File: src/rtl/rotate_multi_if.sv
// -----------------------------------------------------------------------------
// rotate_multi_if
//   Bundles the control inputs and display outputs of rotate_multi.
//   The master side drives the controls and observes the display.
//   The slave side is used by the animator itself.
//
//   enable        master->slave  run the step timer and auto-advance
//   clockwise     master->slave  circular direction (1 = increment)
//   mode          master->slave  0 = circular wrap, 1 = bounce between ends
//   step          master->slave  one-cycle manual advance, honoured when !enable
//   sseg_pattern  slave->master  active-low segments of the lit digit
//   an            slave->master  active-low digit enables, one bit low
//   pos           slave->master  current position 0..2*NUM_DIGITS-1
//   adv_tick      slave->master  one-cycle pulse in the cycle pos changes
// -----------------------------------------------------------------------------
interface rotate_multi_if #(
    parameter int NUM_DIGITS = 4
);
    localparam int POS_W = $clog2(2 * NUM_DIGITS);

    logic                  enable;
    logic                  clockwise;
    logic                  mode;
    logic                  step;
    logic [7:0]            sseg_pattern;
    logic [NUM_DIGITS-1:0] an;
    logic [POS_W-1:0]      pos;
    logic                  adv_tick;

    modport master (
        output enable, clockwise, mode, step,
        input  sseg_pattern, an, pos, adv_tick
    );

    modport slave (
        input  enable, clockwise, mode, step,
        output sseg_pattern, an, pos, adv_tick
    );
endinterface

File: src/rtl/rotate_multi.sv
// -----------------------------------------------------------------------------
// rotate_multi
//   Animates a square around NUM_DIGITS seven-segment digits. Positions
//   0..N-1 light the lower square moving left->right, positions N..2N-1
//   light the upper square moving right->left. Only one digit is lit at a
//   time, so the outputs drive the SSEG pins directly.
//
//   clk    system clock, rising edge
//   reset  synchronous, active-high
//   bus    rotate_multi_if.slave: enable, clockwise, mode, step in;
//          sseg_pattern, an, pos, adv_tick out
// -----------------------------------------------------------------------------
module rotate_multi #(
    parameter int          NUM_DIGITS   = 4,
    parameter int          DVSR         = 100_000_000,
    parameter logic [7:0]  LOW_PATTERN  = 8'b1010_0001,
    parameter logic [7:0]  HIGH_PATTERN = 8'b1101_1110
) (
    input  logic           clk,
    input  logic           reset,
    rotate_multi_if.slave  bus
);
    localparam int P     = 2 * NUM_DIGITS;
    localparam int POS_W = $clog2(P);
    localparam int TMR_W = $clog2(DVSR);

    localparam logic [TMR_W-1:0] TMR_MAX = TMR_W'(DVSR - 1);
    localparam logic [TMR_W-1:0] TMR_ONE = TMR_W'(1);
    localparam logic [POS_W-1:0] POS_MAX = POS_W'(P - 1);
    localparam logic [POS_W-1:0] POS_ONE = POS_W'(1);

    // Bounce direction is a two-state machine.
    typedef enum logic {
        DIR_UP   = 1'b0,
        DIR_DOWN = 1'b1
    } dir_e;

    logic [TMR_W-1:0] timer_q;
    logic [POS_W-1:0] pos_q;
    logic [POS_W-1:0] pos_d;
    dir_e             dir_q;
    dir_e             dir_d;
    logic             tick;
    logic             adv;
    logic             adv_tick_q;
    logic [7:0]       sseg_d;
    logic [NUM_DIGITS-1:0] an_d;

    // Manual step only counts while the timer is stopped.
    assign tick = bus.enable && (timer_q == TMR_MAX);
    assign adv  = tick || (bus.step && !bus.enable);

    // Step timer: holds its count while disabled so a resume continues
    // the interrupted period instead of restarting it.
    // NOTE: sequential state uses non-blocking assignments so every register
    // samples the pre-edge values, independent of block ordering.
    always_ff @(posedge clk) begin
        if (reset) begin
            timer_q <= '0;
        end else if (bus.enable) begin
            timer_q <= (timer_q == TMR_MAX) ? '0 : timer_q + TMR_ONE;
        end
    end

    always_ff @(posedge clk) begin
        if (reset) begin
            pos_q      <= '0;
            dir_q      <= DIR_UP;
            adv_tick_q <= 1'b0;
        end else begin
            pos_q      <= pos_d;
            dir_q      <= dir_d;
            adv_tick_q <= adv;
        end
    end

    // Next position and bounce direction. Wraps and turns are explicit
    // compares because P need not be a power of two.
    // NOTE: every variable gets a default before any branch, so no path
    // leaves one unassigned and no latch is inferred.
    always_comb begin
        pos_d = pos_q;
        dir_d = dir_q;

        // In circular mode the bounce direction tracks clockwise, so a later
        // switch to bounce continues in the same direction.
        if (!bus.mode) begin
            dir_d = bus.clockwise ? DIR_UP : DIR_DOWN;
        end

        if (adv) begin
            if (!bus.mode) begin
                if (bus.clockwise) begin
                    pos_d = (pos_q == POS_MAX) ? '0 : pos_q + POS_ONE;
                end else begin
                    pos_d = (pos_q == '0) ? POS_MAX : pos_q - POS_ONE;
                end
            end else if (dir_q == DIR_UP) begin
                // Turn at the end without repeating the end position.
                if (pos_q == POS_MAX) begin
                    pos_d = POS_MAX - POS_ONE;
                    dir_d = DIR_DOWN;
                end else begin
                    pos_d = pos_q + POS_ONE;
                end
            end else begin
                if (pos_q == '0) begin
                    pos_d = POS_ONE;
                    dir_d = DIR_UP;
                end else begin
                    pos_d = pos_q - POS_ONE;
                end
            end
        end
    end

    // Display decode straight from the position register. Upper-square
    // positions walk the digits in reverse.
    always_comb begin
        sseg_d = 8'hFF;
        an_d   = '1;
        if (int'(pos_q) < NUM_DIGITS) begin
            sseg_d = LOW_PATTERN;
            for (int i = 0; i < NUM_DIGITS; i++) begin
                if (int'(pos_q) == i) an_d[i] = 1'b0;
            end
        end else if (int'(pos_q) < P) begin
            sseg_d = HIGH_PATTERN;
            for (int i = 0; i < NUM_DIGITS; i++) begin
                if (int'(pos_q) == P - 1 - i) an_d[i] = 1'b0;
            end
        end
    end

    assign bus.sseg_pattern = sseg_d;
    assign bus.an           = an_d;
    assign bus.pos          = pos_q;
    assign bus.adv_tick     = adv_tick_q;

endmodule

File: src/flat_wrapper.sv
// flat-port wrapper written by rule: the top's interface ports become plain ports
module rotate_multi_flat 
#(
    parameter int          NUM_DIGITS   = 4,
    parameter int          DVSR         = 100_000_000,
    parameter logic [7:0]  LOW_PATTERN  = 8'b1010_0001,
    parameter logic [7:0]  HIGH_PATTERN = 8'b1101_1110
)
  (clk, reset, bus_enable, bus_clockwise, bus_mode, bus_step, bus_sseg_pattern, bus_an, bus_pos, bus_adv_tick);
  rotate_multi_if #(.NUM_DIGITS(NUM_DIGITS)) bus_i ();
  input  logic clk;
  input  logic reset;
  input wire logic [$bits(bus_i.enable)-1:0] bus_enable;
  input wire logic [$bits(bus_i.clockwise)-1:0] bus_clockwise;
  input wire logic [$bits(bus_i.mode)-1:0] bus_mode;
  input wire logic [$bits(bus_i.step)-1:0] bus_step;
  output wire logic [$bits(bus_i.sseg_pattern)-1:0] bus_sseg_pattern;
  output wire logic [$bits(bus_i.an)-1:0] bus_an;
  output wire logic [$bits(bus_i.pos)-1:0] bus_pos;
  output wire logic [$bits(bus_i.adv_tick)-1:0] bus_adv_tick;
  assign bus_i.enable = bus_enable;
  assign bus_i.clockwise = bus_clockwise;
  assign bus_i.mode = bus_mode;
  assign bus_i.step = bus_step;
  assign bus_sseg_pattern = bus_i.sseg_pattern;
  assign bus_an = bus_i.an;
  assign bus_pos = bus_i.pos;
  assign bus_adv_tick = bus_i.adv_tick;
  rotate_multi #(.NUM_DIGITS(NUM_DIGITS), .DVSR(DVSR), .LOW_PATTERN(LOW_PATTERN), .HIGH_PATTERN(HIGH_PATTERN)) u_core (.clk(clk), .reset(reset), .bus(bus_i));
endmodule
File: config.mk
export PLATFORM = sky130hd
export DESIGN_NAME = rotate_multi_flat
export DESIGN_NICKNAME = d
export VERILOG_FILES = /design/src/rtl/rotate_multi_if.sv /design/src/rtl/rotate_multi.sv /design/src/flat_wrapper.sv
export SDC_FILE = /design/constraint.sdc
export NUM_CORES = 1
export LEC_CHECK = 0
export ABC_AREA = 1
export CAP_MARGIN = 10
export CORE_ASPECT_RATIO = 1.2
export CORE_MARGIN = 2
export CORE_UTILIZATION = 35
export DETAILED_ROUTE_END_ITERATION = 16
export PLACE_DENSITY = 0.63
export SLEW_MARGIN = 25
export SYNTH_ARGS = -nofsm -noshare
export SYNTH_HDL_FRONTEND = slang
export SYNTH_SLANG_ARGS = --single-unit
File: constraint.sdc
create_clock -name clk -period 1.8 [get_ports clk]
set_input_delay 0.36 -clock clk [delete_from_list [all_inputs] [get_ports clk]]
set_output_delay 0.36 -clock clk [all_outputs]
set_load 0.01 [all_outputs]
=== After elaboration in Yosys (flattened, before gate mapping) ===
Index checks and enable logic that the tools add are counted.

* Output and inout port bits: 16
* Bits in registers: 32
* Word-level logic and storage cells: 48
* Bits of input ports: 6

* Magnitude comparators: 1
* Add/sub/neg operators: 3
* Reductions and logical operators: 6
* Equal/unequal tests: 9
* Muxes and demuxes: 25

{| class="wikitable"
|+ Operators with widths
! operator !! count
|-
| $add 27x1->27 const B || 1
|-
| $eq 27x27->1 const B || 1
|-
| $mux 27 || 1
|-
| $mux 3 || 7
|-
| $eq 3x3->1 const B || 5
|-
| $mux 1 || 15
|-
| $mux 7 || 1
|-
| $eq 3x2->1 const B || 2
|-
| $logic_not 3->1 || 2
|-
| $mux 4 || 1
|-
| $add 3x1->3 const B || 1
|-
| $eq 3x1->1 const B || 1
|-
| $lt 3x3->1 const B || 1
|-
| $sub 3x1->3 const B || 1
|-
| $logic_and 1x1->1 || 2
|-
| $logic_not 1->1 || 1
|-
| $logic_or 1x1->1 || 1
|}

=== Depth between registers and ports, before layout ===
Gate-level depths: netlist of the first run.

* Depth in word-level cells: 6
* Depth in mapped cells: 10
* Mapped depth without buffers: 10

=== Least setup slack after synthesis of the first run ===
No wires, ideal clock.

* Kind: register -> register
* Start: reg u_core.pos_q[2], in the netlist u_core.bus.pos[2]
* End: reg u_core.pos_q[2], in the netlist u_core.bus.pos[2]
* Data required time: 1.685 ns
* Period minus slack after synthesis: 1.607 ns
* Library setup time: 0.115 ns
* Arrival: 1.492 ns
* Path buffers: 0
* Path slack: 0.193 ns
* Cell stages (with the launch flop): 9
* Cell sequence: dfxtp_1 -> inv_1 -> ha_1 -> nor2_1 -> nor2_1 -> nand2_1 -> nand2_1 -> a21oi_1 -> nor2_1

* Longest elaborated chain between the ends: 4
* Elaborated cells on any way between the ends: 11
* Classes of those cells: add/sub (2); eq/ne (1); mux (7); reduce/logical (1)

{| class="wikitable"
|+ Ends and longest elaborated chain
! what !! RTL line !! text
|-
| from (decl) || rotate_multi.sv:39 || <nowiki>logic [POS_W-1:0] pos_q;</nowiki>
|-
| from (signal assigned) || rotate_multi.sv:71 || <nowiki>pos_q <= pos_d;</nowiki>
|-
| $sub 3x1->3 (tied with other cells) || rotate_multi.sv:96, rotate_multi.sv:111 ||
|-
| $mux 3, on equally long branches || n/a ||
|-
| $mux 3, on equally long branches || rotate_multi.sv:93, rotate_multi.sv:98 ||
|-
| $mux 3 * || rotate_multi.sv:92 || <nowiki>if (!bus.mode) begin</nowiki>
|}

Every way passes the cells marked *; elsewhere a longest branch is shown, timed or not.
A chain may end at the register's enable or synchronous reset.

=== Worst setup path in the final report of the first run ===
* Start: reg u_core.pos_q[1], in the netlist u_core.bus.pos[1]
* End: out bus_an[0]

* Longest elaborated chain between the ends: 3
* Elaborated cells on any way between the ends: 6
* Classes of those cells: order compare (1); eq/ne (1); mux (3); reduce/logical (1)

{| class="wikitable"
|+ Ends and longest elaborated chain
! what !! RTL line !! text
|-
| parallel branches: the longest is 2 deep, another holds $lt 3x3->1 || n/a ||
|-
| $mux 4 * || rotate_multi.sv:122 || <nowiki>if (int'(pos_q) < NUM_DIGITS) begin</nowiki>
|-
| to (decl) || flat_wrapper.sv:18 || <nowiki>output wire logic [$bits(bus_i.an)-1:0] bus_an;</nowiki>
|}

Mark *: on every way between the ends.

==> results of run 1 <==
-- final cells by class --
class	count	area, um^2
timing repair buffer	39	354
clock inverter	1	30.0
inverter	33	124
tap	62	77.6
clock buffer	7	96.3
multi-input combinational	228	1140
sequential	32	643
fill	548	2860
-- layout by cell type (no fill, tap or decap), types with 3 or more instances in the layout --
cell type and n:
dlygate4sd2_1 3, clkdlybuf4s50_1 14, nor2_2 4, nand3_1 23
ha_1 6, xnor2_1 3, nand4_1 5, buf_4 18
inv_1 31, nand2_1 71, xor2_1 9, o21ai_0 3
a21oi_1 12, nor2_1 70, clkbuf_8 7, nor3_1 8
dfxtp_1 30
-- metrics by stage --
step	instances	instance area (um^2)
4_1_cts	402	2440
3_3_place_gp	394	2320
3_5_place_dp	394	2320
6_report	402	2470
2_1_floorplan	302	1960
5_1_grt	402	2470
-- worst max-delay path: cells and delay by family (launching register included) --
kind | cells | cell delay [ps]
fa+ha+maj | 1 | 170
buf+inv | 3 | 450
flops | 1 | 310
simple gates | 1 | 110
compound gates | 1 | 50
-- cell families (layout without fill, tap and decap cells) --
group                    after synthesis  count (layout)  share of synthesized area, %
AO/OA/AOI/OAI                         19              19                          5.37
flip-flops                            32              32                          32.8
AND/OR/NAND/NOR                      188             188                          41.2
XOR/XNOR                              12              12                          5.37
buffers and inverters                 42              80                          9.98
other                                  1               1                         0.192
adder cells (fa/ha/maj)                8               8                          5.12
-- report_power, final --
group | switching (mW) | total, mW | internal, mW
logic | 0.118 | 0.239 | 0.121
clock network | 0.281 | 0.769 | 0.489
registers | 0.00917 | 0.730 | 0.720
total | 0.408 | 1.74 | 1.33
-- timing repair --
item / in CTS / in global routing
gates resized for setup: 9 / 5
endpoints found under the setup margin: 11 / 4
hold buffers: 0 / 0
pin swaps: 0 / 1
-- flip-flops by register name, summed over array words and instances (netlist names) --
signal               cells
u_core.timer_q          27
u_core.bus.pos           3
u_core.bus.adv_tick      1
u_core.dir_q             1
-- worst paths after layout --
check | slack (ps) | endpoint
max | 70 | bus_an[0]
min | 500 | u_core.timer_q[0]$_SDFFE_PP0P_
max reg2reg | 280 | u_core.timer_q[15]$_SDFFE_PP0P_
min reg2reg | 500 | u_core.timer_q[0]$_SDFFE_PP0P_
-- metal layers --
| layer | track usage (%) | vias to the layer above | wire, um |
|---|---|---|---|
| met5 | 0 | - | 0 |
| met4 | 7.03 | 0 | 115 |
| met3 | 4.00 | 9 | 179 |
| met2 | 27.6 | 33 | 2050 |
| met1 | 18.9 | 815 | 2080 |
| li1 | - | 1013 | - |
==> results.ini, run 1 <==
[placed_design]
globalplace.congestion=0.850
hpwl_um=3460
preCtsSetupSlack_ps=-99.3
port_buffers=20

[yosys]
syn_nets=316
synth-edff-count=0
synth.ff_latch_count=32
synth_cells=302
synthTopCellsByArea=dfxtp_1, nand2_1, nor2_1
yosys.area.top_type=dfxtp_1
yosysTopAreaCellShare_pct=32.8
synth.most_common_cell=nand2_1
synth_ff_type=dfxtp_1
syn_area_per_cell_um2=6.48
ys_seq_area_share_pct=32.8
synth-async-reset-ratio_pct=0
synth_cell_types=27
synthTopCellsByCount=nand2_1, nor2_1, dfxtp_1
netlist_area_um2=1960
yosysWarnings=0

[drt]
first_pass_iters=4
final_antenna_net_count=0
via_per_inst=4.65
wire_per_inst_um=11.0
initialDrtViolationCount=89
drc=0
vias=1870
routed_wl_um=4430

[floorplan]
fp.dieArea_um2=6200
fp.coreArea_um2=5330
start_util_pct=36.7
die_x_um=72.2
dieHeight_um=85.9
floorplan.rows=29
ioPinCount=22

[sta]
final_max_slew_viol_count=0
setup_violations=0
grt_setup_unrepaired=true
whs_ps=499
tns_ps=0
hold_violations=0
setup_slack_ps=65.8
fin_crit_sh_pct=96.3
clock_skew_ps=6.22
min_period_ps=1730
clock.fmax_mhz=577

[cells_and_area]
final_util_pct=46.3
diodes=0
nets=353
area_delta_synth_final_pct=26.3
drive_gt1_share_pct=12.9

[power_and_ir_drop]
p_leak_nw=1.03
p_total_mw=1.74
vdd_drop_max_v=0.000312
powerDensity_nw_per_um2=704

[hold_path]
min_delay_path_depth=2
min_path_type=register to register
hp-start=u_core.timer_q[0]$_SDFFE_PP0P_

[setup_path]
reg2regPathDepth=9
slowest_delay_ps=310
crit_path_frequent_cell=inv_1
cpMaxStageDelayCell=dfxtp_1
worst_ep_arrival_time_ps=1370
cp_data_required_time_ps=1440
cp-end-kind=output pin
crit_path_cell_trace=inv_1 -> ha_4 -> inv_1 -> nor2_1 -> a21oi_1 -> dlygate4sd2_1
r2r_start=u_core.timer_q[0]$_SDFFE_PP0P_
setup.worst_path.class=register to output pin
startpoint=u_core.bus.pos[1]$_SDFFE_PP0P_
crit_fanout=4
cp-start-kind=register

[grt]
antenna_found_initial=0
gr-total-overflow=0
grt_pass1_vias=1772
track_usage_pct=16.1
grt_pass1_wl_um=7870
grt_max_degree=11

[clock_network]
clock_path_buffers=2
post_cts.repair.setup_buffers=0
root_buffer=clkbuf_8
path_clk_slew_ps=70
htree_levels=2
insertion_delay_ps=290
clock_sinks=32
cts_tree=built
cts_made_buffers=5

[run]
drv_cap=0

[outcome]
status=finished, final reports clean

No activity file was read; power rests on OpenSTA's default activity.
==> inputs of run 2 (changes only) <==
- CTS_CLUSTER_SIZE: not set -> 40
- SLEW_MARGIN: 25 -> not set
==> results of run 2 <==
Same layout as run 1: the final DEF is identical, and so are final timing and power.
